--- src/rtl/unary_pkg.sv ---
// Shared types and helpers for the unary datapath blocks.
// Holds decoder state, saturation limit and word width.
package unary_pkg;

  typedef enum logic {
    IDLE,
    COUNT
  } dec_state_t;

  localparam int unsigned DEF_BIN_BITS = 8;

  // Largest representable unary value for a given binary weight.
  function automatic int unsigned u_max(input int unsigned bin_bits);
    return 32'd1 << bin_bits;
  endfunction

  // Width of a decoded word (holds 0..2^bin_bits inclusive).
  function automatic int unsigned word_w(input int unsigned bin_bits);
    return bin_bits + 1;
  endfunction

endpackage

--- src/rtl/unary_run_counter.sv ---
// Saturating run-length counter for unary streams.
// clr and inc together restart the count at one.
module unary_run_counter
  import unary_pkg::*;
#(
  parameter int unsigned BIN_BITS = DEF_BIN_BITS
) (
  input  logic              clk,
  input  logic              reset_n,
  input  logic              clr,
  input  logic              inc,
  output logic [BIN_BITS:0] count,
  output logic              sat_hit
);

  localparam int unsigned      W   = word_w(BIN_BITS);
  localparam logic [BIN_BITS:0] MAX = W'(u_max(BIN_BITS));
  localparam logic [BIN_BITS:0] ONE = W'(1);

  // Increment attempted while already pinned at the limit.
  assign sat_hit = inc && !clr && (count == MAX);

  // Count high cycles, saturating instead of wrapping.
  always_ff @(posedge clk or negedge reset_n) begin
    if (!reset_n) begin
      count <= '0;
    end else if (clr) begin
      count <= inc ? ONE : '0;
    end else if (inc && (count != MAX)) begin
      count <= count + ONE;
    end
  end

endmodule

--- src/rtl/unary_stream_decoder.sv ---
// Unary run-length stream to binary word decoder.
// Valid/ready output register with sticky overflow/drop flags.
module unary_stream_decoder
  import unary_pkg::*;
#(
  parameter int unsigned BIN_BITS = DEF_BIN_BITS
) (
  input  logic              clk,
  input  logic              reset_n,
  input  logic              in,
  input  logic              in_zero,
  input  logic              clear,
  output logic [BIN_BITS:0] out_data,
  output logic              out_valid,
  input  logic              out_ready,
  output logic              busy,
  output logic              overflow,
  output logic              dropped
);

  dec_state_t                     state;
  logic                           cnt_clr;
  logic                           cnt_inc;
  logic                           sat_hit;
  logic                           done;
  logic [BIN_BITS:0]              count;
  logic [word_w(BIN_BITS)-1:0]    done_val;

  unary_run_counter #(
    .BIN_BITS(BIN_BITS)
  ) u_cnt (
    .clk    (clk),
    .reset_n(reset_n),
    .clr    (cnt_clr),
    .inc    (cnt_inc),
    .count  (count),
    .sat_hit(sat_hit)
  );

  // Counter control and word completion for this cycle.
  always_comb begin
    cnt_clr  = 1'b0;
    cnt_inc  = 1'b0;
    done     = 1'b0;
    done_val = '0;
    if (clear) begin
      cnt_clr = 1'b1;
    end else begin
      unique case (state)
        IDLE: begin
          cnt_clr = 1'b1;
          cnt_inc = in;
          done    = !in && in_zero;
        end
        COUNT: begin
          if (in) begin
            cnt_inc = 1'b1;
          end else begin
            cnt_clr  = 1'b1;
            done     = 1'b1;
            done_val = count;
          end
        end
      endcase
    end
  end

  assign busy = (state == COUNT);

  // FSM, sticky flags and the output register.
  always_ff @(posedge clk or negedge reset_n) begin
    if (!reset_n) begin
      state     <= IDLE;
      out_data  <= '0;
      out_valid <= 1'b0;
      overflow  <= 1'b0;
      dropped   <= 1'b0;
    end else begin
      if (clear) begin
        state    <= IDLE;
        overflow <= 1'b0;
        dropped  <= 1'b0;
      end else begin
        unique case (state)
          IDLE:  if (in)  state <= COUNT;
          COUNT: if (!in) state <= IDLE;
        endcase
        if (sat_hit) overflow <= 1'b1;
      end
      if (done) begin
        if (!out_valid || out_ready) begin
          out_data  <= done_val;
          out_valid <= 1'b1;
        end else begin
          dropped <= 1'b1;
        end
      end else if (out_valid && out_ready) begin
        out_valid <= 1'b0;
      end
    end
  end

endmodule

--- config.mk ---
export PLATFORM = sky130hd
export DESIGN_NAME = unary_stream_decoder
export DESIGN_NICKNAME = d
export VERILOG_FILES = /design/src/rtl/unary_pkg.sv /design/src/rtl/unary_run_counter.sv /design/src/rtl/unary_stream_decoder.sv
export SDC_FILE = /design/constraint.sdc
export NUM_CORES = 1
export LEC_CHECK = 0
export CORE_MARGIN = 2
export CORE_UTILIZATION = 54
export CTS_CLUSTER_DIAMETER = 60
export DETAILED_ROUTE_END_ITERATION = 10
export PLACE_DENSITY = 0.88
export SLEW_MARGIN = 30
export SYNTH_ARGS = -nofsm -noshare
export SYNTH_HDL_FRONTEND = slang
export SYNTH_SLANG_ARGS = --single-unit
--- constraint.sdc ---
create_clock -name clk -period 2.69 [get_ports clk]
set_clock_uncertainty 0.1 [all_clocks]
set_input_delay 0.538 -clock clk [delete_from_list [all_inputs] [get_ports clk]]
set_output_delay 0.538 -clock clk [all_outputs]
set_load 0.1 [all_outputs]
==> results_dict.tcl <==
set metrics [dict create \
    period_minus_slack_ps 1810 \
    layout_commonest_cell "dfrtp_1" \
    final_cell_mix "dfrtp_1 (22), buf_4 (15), nand2_1 (14), inv_1 (13), mux2i_1 (9)" \
    dr_total_vias 836 \
    grt_first_pass_wirelength_um 3690 \
    hold_buffers 0 \
    row_count 16 \
    syn2layout_area_growth_pct 21.0 \
    fmax_mhz 551 \
    design.die.area_um2 2350 \
    clk_pin_slew_ps 120 \
    pre_cts_ws_ps 654 \
    finalWirelength_um 2140 \
    io_buffers 18 \
    grt_pass1_vias 830 \
    synth.avg_cell_area_um2 10.2 \
    setup_viol 0 \
    worstPathCellList "inv_1, ha_1, or4bb_1, o211ai_1, and3_1" \
    finalMaxSlewViolations 0 \
    synth_cell_types 34 \
    syn_nets 113 \
    dr.pass1.iters 5 \
    n_fill_cell 157 \
    slowest_stage "or4bb_1" \
    io_pins 19 \
    root_buffer "clkbuf_4" \
    grt_remaining_overflow 0 \
    multi_input_area_um2 460 \
    clock_latency_ps 310 \
    wl_per_cell_um 13.9 \
    cts_buffers 3 \
    ys_seq_elements 22 \
    drc_errors 0 \
    startpoint_type "flop" \
    critPathTopFamily "simple AND/OR/NAND/NOR gates" \
    post-route-period-util_pct 67.4 \
    coreArea_um2 1920 \
    fin_util_pct 67.3 \
    required_ps 2850 \
    synthCells 105 \
    cts_resized 0 \
    layout_setup_ws_ps 876 \
    powerDensity_nw_per_um2 457 \
    gp_congestion 0.885 \
    fp.dieH_um 48.5 \
    cp-end-kind "flop" \
    start_util_pct 55.6 \
    outcome "finished clean" \
    hold_class "reg2reg" \
    vdd_drop_max_mv 0.398 \
    dp_hpwl_um 1490 \
    antenna_found_initial 0 \
    register_area_um2 551 \
    antenna_left 0 \
    placed_area_um2 1260 \
    n_antenna_cell 0 \
    clockBufferDepth 2 \
    hold_viol_final 0 \
    yosysWarnings 0 \
    grt_max_degree 23 \
    htree_levels 1 \
    first_iter_violations 41 \
    drive_gt1_share_pct 18.9 \
    rsz0062_at_grt "no" \
    ys_seq_area_share_pct 51.5 \
    cts.sinks 22 \
    worstSetupStartpoint "u_cnt.count[0]$_DFFE_PN0P_" \
    p_leak_nw 0.545 \
    worstMarginPinSlew_ps 638 \
    cts_tree "done" \
    grt_use_total_pct 20.0 \
    dieWidth_um 48.5 \
    cts_setup_buffers 0 \
    stdcell_area_um2 1290 \
    path_buf_inv 1 \
    syn_area_um2 1070 \
    cp.arrival_ps 1970 \
    nets 136 \
    drv_cap 0 \
    cp_max_fo 6 \
    avgViaCountPerCell 5.43 \
    r2r-start "u_cnt.count[0]$_DFFE_PN0P_" \
    finalSetupTns_ps 0 \
    relSlewSlack_pct 57.4 \
    max_stage_delay_ps 490 \
    setup.worst_path.class "reg2reg" \
    min_from "out_data[7]$_DFFE_PN0P_" \
]
-- routing by layer --
| layer | GRT usage (%) | up-vias | part of all wire, % |
|---|---|---|---|
| li1 | - | 405 | - |
| met1 | 26.1 | 390 | 47 |
| met2 | 33.1 | 37 | 46 |
| met3 | 4.32 | 4 | 5.5 |
| met4 | 7.14 | 0 | 0.84 |
| met5 | 0 | - | 0 |
-- through the flow --
step                power (mW)  hold slack (ps)  cells
finish                   0.591              424    154
global route             0.613              454    154
CTS                      0.595              429    154
detailed placement       0.415              411    150
global placement         0.413              405    150
floorplan                0.388              142    105
-- kinds of logic (layout without fill, tap and decap cells) --
family	Yosys count	after routing	synth area share, %
XOR/XNOR	2	2	1.64
AND/OR/NAND/NOR	38	38	20.8
flip-flops	22	22	51.5
multiplexers	9	9	8.43
buffers and inverters	15	37	5.39
AO/OA/AOI/OAI	17	17	9.84
adder cells (fa/ha/maj)	2	2	2.34
-- sequential cells by signal (all words and copies together), names as in the netlist --
signal and count:
dropped 1, overflow 1, busy 1, out_data 9
out_valid 1, u_cnt.count 9
-- area by class of cell --
class | instances | share of cell area (%)
Sequential cell | 22 | 42.6
Tap cell | 27 | 2.61
Clock buffer | 4 | 2.81
Timing Repair Buffer | 20 | 12.6
Inverter | 13 | 3.78
Multi-Input combinational cell | 68 | 35.6
-- worst reg2reg max path, delay by kind of cell, from the launching register on --
kind                     cells  cell delay [ps]
buffers and inverters        1              110
AO/OA/AOI/OAI                1              250
adder cells (fa/ha/maj)      1              160
AND/OR/NAND/NOR              2              670
flip-flops                   1              470
-- power by group --
| part | leakage (nW) | internal, mW | total, mW | switching, mW |
|---|---|---|---|---|
| Combinational | 0.220 | 0.0212 | 0.0680 | 0.0468 |
| Sequential | 0.304 | 0.335 | 0.340 | 0.00475 |
| Clock | 0.0210 | 0.0826 | 0.183 | 0.100 |
-- synthesized netlist by cell type, drive strengths merged --
master / n / area share, %
a21oi: 6 / 2.8
a221oi: 1 / 0.82
and2: 2 / 1.2
and2b: 1 / 0.82
and3: 1 / 0.59
buf: 1 / 0.47
clkbuf: 1 / 0.35
dfrtp: 22 / 52
ha: 2 / 2.3
inv: 13 / 4.6
mux2i: 9 / 8.4
nand2: 14 / 4.9
nand3: 4 / 2.3
nand4: 1 / 0.59
nor2: 1 / 0.35
nor2b: 3 / 1.8
nor3: 1 / 0.47
nor4: 1 / 0.59
nor4bb: 1 / 0.94
o211ai: 1 / 0.70
o21ai: 4 / 1.9
o21bai: 2 / 1.4
o31ai: 2 / 1.4
o32ai: 1 / 0.82
or2b: 1 / 0.70
or3: 2 / 1.3
or3b: 1 / 0.82
or4: 3 / 2.5
or4bb: 1 / 1.1
xnor2: 1 / 0.82
xor2: 1 / 0.82
-- final timing paths --
check | to | slack [ps] | cells past startpoint
setup reg to reg | u_cnt.count[0]$_DFFE_PN0P_ | 880 | 5
min in group asynchronous | out_data[1]$_DFFE_PN0P_ | 460 | 2
hold / removal | out_data[7]$_DFFE_PN0P_ | 420 | 2
max in group asynchronous | u_cnt.count[5]$_DFFE_PN0P_ | 1820 | 2
hold reg to reg | out_data[7]$_DFFE_PN0P_ | 420 | 2
setup / recovery | u_cnt.count[0]$_DFFE_PN0P_ | 880 | 5
(Power assumes the default switching activity.)
